===== src/rtl/edge_detect_pkg.sv =====
// Shared types and defaults for the multi-channel edge detector.
// Mode encoding is per channel, two bits each.
package edge_detect_pkg;

  typedef enum logic [1:0] {
    EM_OFF  = 2'b00,
    EM_RISE = 2'b01,
    EM_FALL = 2'b10,
    EM_BOTH = 2'b11
  } edge_mode_t;

  localparam int DEFAULT_SYNC_STAGES = 2;
  localparam int DEFAULT_NUM_CH      = 8;
  localparam int DEFAULT_DB_CYCLES   = 4;

  function automatic logic edge_sel(
    input edge_mode_t m,
    input logic       r,
    input logic       f
  );
    logic v;
    v = 1'b0;
    unique case (m)
      EM_OFF:  v = 1'b0;
      EM_RISE: v = r;
      EM_FALL: v = f;
      EM_BOTH: v = r | f;
      default: v = 1'b0;
    endcase
    return v;
  endfunction

endpackage


===== src/rtl/sync_chain.sv =====
// Single-bit multi-flop synchroniser with a configurable reset level.
// q is the output of the last stage.
module sync_chain
  import edge_detect_pkg::*;
#(
  parameter int STAGES      = DEFAULT_SYNC_STAGES,
  parameter int RESET_LEVEL = 0
) (
  input  logic clk,
  input  logic n_rst,
  input  logic d,
  output logic q
);

  localparam logic RL = (RESET_LEVEL != 0);

  logic [STAGES-1:0] ff_q;
  logic [STAGES-1:0] ff_d;

  assign ff_d = {ff_q[STAGES-2:0], d};

  always_ff @(posedge clk or negedge n_rst) begin
    if (!n_rst) begin
      ff_q <= {STAGES{RL}};
    end else begin
      ff_q <= ff_d;
    end
  end

  assign q = ff_q[STAGES-1];

endmodule


===== src/rtl/multi_edge_detect.sv =====
// Multi-channel synchronised edge detector with sticky pending flags and irq.
// Define EDGE_DEBOUNCE_EN to add a per-channel stability filter before detection.
module multi_edge_detect
  import edge_detect_pkg::*;
#(
  parameter int NUM_CH      = DEFAULT_NUM_CH,
  parameter int SYNC_STAGES = DEFAULT_SYNC_STAGES,
  parameter int RESET_LEVEL = 0,
  parameter int DB_CYCLES   = DEFAULT_DB_CYCLES
) (
  input  logic                clk,
  input  logic                n_rst,
  input  logic [NUM_CH-1:0]   sig,
  input  logic [2*NUM_CH-1:0] mode,
  input  logic [NUM_CH-1:0]   ack,
  output logic [NUM_CH-1:0]   sig_edge,
  output logic [NUM_CH-1:0]   pending,
  output logic                irq
);

  localparam logic RL = (RESET_LEVEL != 0);

  if (NUM_CH < 1 || SYNC_STAGES < 2 || DB_CYCLES < 1) begin : g_bad_param
    $error("multi_edge_detect: illegal parameter value");
  end

  logic [NUM_CH-1:0] sync_y;
  logic [NUM_CH-1:0] s;
  logic [NUM_CH-1:0] h_q;
  logic [NUM_CH-1:0] edge_q;
  logic [NUM_CH-1:0] edge_d;
  logic [NUM_CH-1:0] pend_q;
  logic [NUM_CH-1:0] pend_d;
  logic              irq_q;
  logic              irq_d;

  for (genvar ch = 0; ch < NUM_CH; ch++) begin : g_ch

    sync_chain #(
      .STAGES      (SYNC_STAGES),
      .RESET_LEVEL (RESET_LEVEL)
    ) u_sync (
      .clk   (clk),
      .n_rst (n_rst),
      .d     (sig[ch]),
      .q     (sync_y[ch])
    );

`ifdef EDGE_DEBOUNCE_EN
    localparam int CW = $clog2(DB_CYCLES + 1);

    logic [CW-1:0] cnt_q;
    logic [CW-1:0] cnt_d;
    logic          lvl_q;
    logic          lvl_d;

    // Level only moves after DB_CYCLES consecutive mismatching clocks
    always_comb begin
      cnt_d = '0;
      lvl_d = lvl_q;
      if (sync_y[ch] != lvl_q) begin
        if (cnt_q == CW'(DB_CYCLES - 1)) begin
          lvl_d = sync_y[ch];
        end else begin
          cnt_d = cnt_q + 1'b1;
        end
      end
    end

    always_ff @(posedge clk or negedge n_rst) begin
      if (!n_rst) begin
        cnt_q <= '0;
        lvl_q <= RL;
      end else begin
        cnt_q <= cnt_d;
        lvl_q <= lvl_d;
      end
    end

    assign s[ch] = lvl_q;
`else
    assign s[ch] = sync_y[ch];
`endif

    assign edge_d[ch] = edge_sel(
      edge_mode_t'(mode[2*ch +: 2]),
      s[ch] & ~h_q[ch],
      ~s[ch] & h_q[ch]
    );

  end : g_ch

  // A new edge wins over a same-cycle ack
  assign pend_d = edge_d | (pend_q & ~ack);
  assign irq_d  = |pend_q;

  always_ff @(posedge clk or negedge n_rst) begin
    if (!n_rst) begin
      h_q    <= {NUM_CH{RL}};
      edge_q <= '0;
      pend_q <= '0;
      irq_q  <= 1'b0;
    end else begin
      h_q    <= s;
      edge_q <= edge_d;
      pend_q <= pend_d;
      irq_q  <= irq_d;
    end
  end

  assign sig_edge = edge_q;
  assign pending  = pend_q;
  assign irq      = irq_q;

endmodule


===== config.mk =====
export PLATFORM = sky130hd
export DESIGN_NAME = multi_edge_detect
export DESIGN_NICKNAME = d
export VERILOG_FILES = /design/src/rtl/edge_detect_pkg.sv /design/src/rtl/sync_chain.sv /design/src/rtl/multi_edge_detect.sv
export SDC_FILE = /design/constraint.sdc
export NUM_CORES = 1
export LEC_CHECK = 0
export CORE_MARGIN = 4
export CORE_UTILIZATION = 40
export CTS_BUF_LIST = sky130_fd_sc_hd__clkbuf_16
export DETAILED_ROUTE_END_ITERATION = 10
export PLACE_DENSITY = 0.69
export SLEW_MARGIN = 0
export SYNTH_ARGS = -nofsm -noshare
export SYNTH_HDL_FRONTEND = slang
export SYNTH_HIERARCHICAL = 1
export SYNTH_SLANG_ARGS = --single-unit

===== constraint.sdc =====
create_clock -name clk -period 1.3 [get_ports clk]
set_clock_uncertainty 0.1 [all_clocks]
set_input_delay 0.39 -clock clk [delete_from_list [all_inputs] [get_ports clk]]
set_output_delay 0.39 -clock clk [all_outputs]
set_load 0.05 [all_outputs]

Yosys cells after proc, flatten, opt, wreduce, memory -nomap -nowiden
Cells that the tools add are included.
- equality and inequality tests: 24
- reductions and logical operators: 9
- bitwise operators: 43
- multiplexer cells: 8
- operators by type and width (kind ; number):
    $eq A2 B2 Y1 const B ; 16
    $pmux W1 S4 ; 8
    $and A1 B1 Y1 ; 16
    $eq A2 B1 Y1 const B ; 8
    $logic_not A2 Y1 ; 8
    $not A1 Y1 ; 16
    $and A8 B8 Y8 ; 1
    $not A8 Y8 ; 1
    $or A1 B1 Y1 ; 8
    $or A8 B8 Y8 ; 1
    $reduce_or A8 Y1 ; 1
- logic and storage cells: 96
- register bits after elaboration: 41

Depth between registers and ports, before layout
- word-level depth: 5
- gate-level depth with buffers: 5

Hierarchy
The synthesis kept the hierarchy.
- by module, submodules not included (module ; area each (µm²) ; times used ; cells each):
    multi_edge_detect ; 1328.8 ; 1 ; 115
    sync_chain ; 50.0 ; 8 ; 2

Worst setup path after synthesis
No wires, ideal clock.
- kind: register -> register
- from: reg g_ch[0].u_sync.ff_q[1]
- to: reg pend_q[0] (netlist: pending[0])
- data arrival time: 0.957 ns
- required time: 1.069 ns
- path buffers: 0
- path slack: 0.112 ns
- stages on the path, launching flop included: 6
- cells stage by stage: dfrtp_1 > inv_1 > ha_1 > nor2b_4 > o21ai_2 > o221ai_2
- word-level cells in the longest chain between the ends: 5
- elaborated cells between the ends (all ways): 6
- classes of those cells: mux: 1; bitwise: 5
- RTL lines (what ; line ; text):
    start: declaration ; sync_chain.sv:17 ; logic [STAGES-1:0] ff_q;
    start signal: assignment ; sync_chain.sv:24 ; ff_q <= {STAGES{RL}};
    $not A1 Y1 ; multi_edge_detect.sv:88 ; ~s[ch] & h_q[ch]
    $and A1 B1 Y1 ; multi_edge_detect.sv:88 ;
    $or A1 B1 Y1 ; edge_detect_pkg.sv:27 ; EM_BOTH: v = r | f;
    $pmux W1 S4 * ; edge_detect_pkg.sv:23 ; unique case (m)
    $or A8 B8 Y8 * ; multi_edge_detect.sv:94 ; assign pend_d = edge_d | (pend_q & ~ack);
    net pend_d[0] ; multi_edge_detect.sv:33 ; logic [NUM_CH-1:0] pend_d;
    end signal: assignment ; multi_edge_detect.sv:106 ; pend_q <= pend_d;
    end: declaration ; multi_edge_detect.sv:32 ; logic [NUM_CH-1:0] pend_q;
The timed path passes the listed nets; every way through them passes the cells marked *.

Final worst setup path
- from: reg pend_q[0] (netlist: pending[0])
- to: out pending[0]
- RTL lines (what ; line ; text):
    end: declaration ; multi_edge_detect.sv:17 ; output logic [NUM_CH-1:0] pending,
No word-level cell between the ends.

==> impl_metrics.json <==
{
  "outcome": "finished with violations",
  "violations": "negative setup slack",
  "vdd_drop_max_mv": 0.869,
  "crit_type": "flip-flop to primary output",
  "drc": 0,
  "worst-slew-pin-transition_ps": 341,
  "num-nets-final": 250,
  "ctsLongestPathBuffers": 2,
  "clk_pin_slew_ps": 60,
  "use_met3_pct": 5.61,
  "grt_pass1_wl_um": 5230,
  "syn_nets": 181,
  "p_leak_uw": 0.00129,
  "dr_total_vias": 1163,
  "grt_setup_unrepaired": "true",
  "cts_tree": "yes",
  "powerDensity_nw_per_um2": 1300,
  "synth_area_leader_cell": "dfrtp_1",
  "cpMaxStageDelayCell": "dfrtp_1",
  "cp-start-kind": "flip-flop",
  "placed_area_um2": 2480,
  "cts_sinks": 41,
  "design_area_um2": 2820,
  "fin_crit_ps": 1340,
  "grt_overflow": 0,
  "yosysWarnings": 6,
  "cpPeakStageDelay_ps": 410,
  "path_buf_inv": 1,
  "area_delta_synth_final_pct": 63.2,
  "via_per_inst": 4.63,
  "dp_hpwl_um": 2360,
  "drive_above_1_share_pct": 32.3,
  "crit_path_cell_trace": "buf_12",
  "synth_flop_cell": "dfrtp_1",
  "cts-htree-levels": 2,
  "std_cell_rows": 23,
  "antenna_cells": 0,
  "synth_seq_area_share_pct": 59.3,
  "post_synth.cell_area_avg_um2": 13.2,
  "grt_util_met2_pct": 22.8,
  "first_global_vias": 1277,
  "hold_viol": 0,
  "crit_path_max_fanout": 2,
  "wl_um": 3270,
  "dieWidth_um": 73.8,
  "layout_setup_ws_ps": -40.9,
  "portBuffers": 50,
  "cp_top_family": "flip-flops",
  "final-setup-viol-count": 17,
  "max_freq_ghz": 0.746,
  "die_h_um": 73.8,
  "syn-instance-count": 131,
  "grtUsageMet1_pct": 13.4,
  "pin_count": 51,
  "ys_seq_elements": 41,
  "drv_slew": 0,
  "period_share_pct": 103,
  "maxSlewHeadroom_pct": 77.1,
  "ys_top_cells_by_area": "dfrtp_1 59%, ha_1 12%, o221ai_2 6.1%, nor2b_4 5.6%, inv_1 5.2%",
  "worstPathArrival_ps": 850,
  "dieArea_um2": 5440,
  "cp-end-kind": "primary output",
  "busiest_layer": "met2",
  "grt_use_total_pct": 12.9,
  "syn-cell-area_um2": 1730,
  "ys_async_sr_fraction_pct": 100,
  "yosysMostFrequentCell": "dfrtp_1",
  "clockRootBuffer": "clkbuf_16",
  "dr.pass1.iters": 3,
  "multiInputGateArea_um2": 711,
  "required_ps": 810,
  "wl_per_cell_um": 13.0,
  "yosysUniqueCellTypes": 12,
  "synth-edff-count": 0,
  "finalWeightedCongestion": 0.727,
  "grt_max_degree": 42,
  "drtIter0Drc": 29,
  "n_fill_cell": 293,
  "setup-tns-final_ps": -392,
  "synthTopCellsByCount": "41 x dfrtp_1, 24 x inv_1, 16 x ha_1",
  "ant_nets": 0,
  "numCtsBuffers": 5,
  "antenna_found_initial": 0,
  "start_util_pct": 42.3,
  "synth_top_area_share_pct": 59.3,
  "register_area_um2": 1030,
  "hold_class": "flip-flop to flip-flop",
  "fp.coreArea_um2": 4090,
  "drv_cap": 0,
  "clk_latency_ps": 280
}
-- per-stage QoR --
| step | total power, uW | util (%) | worst slack [ps] | hold WS, ps | instances |
|---|---|---|---|---|---|
| floorplan | 1810 | - | 112 | -5.59 | 131 |
| global placement | 2240 | 60.6 | -140 | 232 | 232 |
| detailed placement | 2260 | 60.6 | -189 | 238 | 232 |
| CTS | 3670 | 66.3 | -56.9 | 250 | 249 |
| global route | 3830 | 69.1 | -76.7 | 250 | 251 |
| finish | 3670 | 69.1 | -40.9 | 246 | 251 |
-- logic make-up after synthesis --
logic type      share of synthesized area [%]
flops                                    59.3
simple gates                             11.0
compound gates                           12.9
buf+inv                                  5.21
fa+ha+maj                                11.6
-- final timing paths --
check	from	to	slack, ps	depth (start not counted)
setup / recovery	pending[0]	pending[0]	-40	1
hold / removal	g_ch[2].u_sync/ff_q[0]	g_ch[2].u_sync/ff_q[1]	250	0
setup reg to reg	g_ch[5].u_sync/ff_q[1]	pending[5]	30	5
hold reg to reg	g_ch[2].u_sync/ff_q[0]	g_ch[2].u_sync/ff_q[1]	250	0
max in group asynchronous	n_rst	sig_edge[2]	400	3
min in group asynchronous	n_rst	g_ch[5].u_sync/ff_q[0]	500	3
-- report_power, final --
group | total, uW | internal (uW) | switching [uW]
registers | 1450 | 1370 | 79.6
logic | 869 | 467 | 401
clock network | 1350 | 891 | 456
total | 3670 | 2730 | 937
-- layout make-up --
class	instances	share of cell area, %
clock buffers	5	4.43
clock inverters	3	1.33
inverters	24	3.19
multi-input cells	66	25.2
flip-flops and latches	41	36.3
well taps	50	2.22
repair buffers	62	27.3
-- flip-flops by register name, summed over array words and instances, names as in the netlist --
| signal | cells |
|---|---|
| g_ch.u_sync/ff_q | 16 |
| h_q | 8 |
| pending | 8 |
| sig_edge | 8 |
| irq | 1 |
-- placed cells by master, fill, tap and decap left out --
master | synthesis | final
dfrtp_1 | 41 | 41
o21ai_1 | 8 | 8
nor2b_1 | 7 | 6
inv_1 | 24 | 25
buf_4 | 0 | 10
ha_2 | 0 | 1
buf_12 | 0 | 18
o221ai_1 | 1 | 1
nand2_1 | 10 | 10
ha_1 | 16 | 8
ha_4 | 0 | 7
clkinv_1 | 0 | 1
o221ai_2 | 7 | 7
buf_2 | 0 | 1
o211ai_1 | 1 | 1
nor2b_4 | 7 | 8
clkdlybuf4s50_1 | 0 | 32
nor4_1 | 2 | 2
clkbuf_16 | 0 | 5
bufinv_16 | 0 | 1
dlygate4sd3_1 | 0 | 1
o21ai_2 | 7 | 7
-- what timing repair did --
item / CTS / global route
hold buffers: 1 / 0
hold endpoints to repair: 41 / 0
gates resized for setup: 0 / 10
pin swaps: 0 / 2
setup buffers: 8 / 2
setup endpoints to repair: 17 / 28
-- routing by layer --
metal / wire length (um) / up-vias
li1: - / 570
met1: 1270 / 556
met4: 17 / 0
met2: 1730 / 35
met5: 0 / -
met3: 256 / 2
No activity file was read; power rests on OpenSTA's default activity.
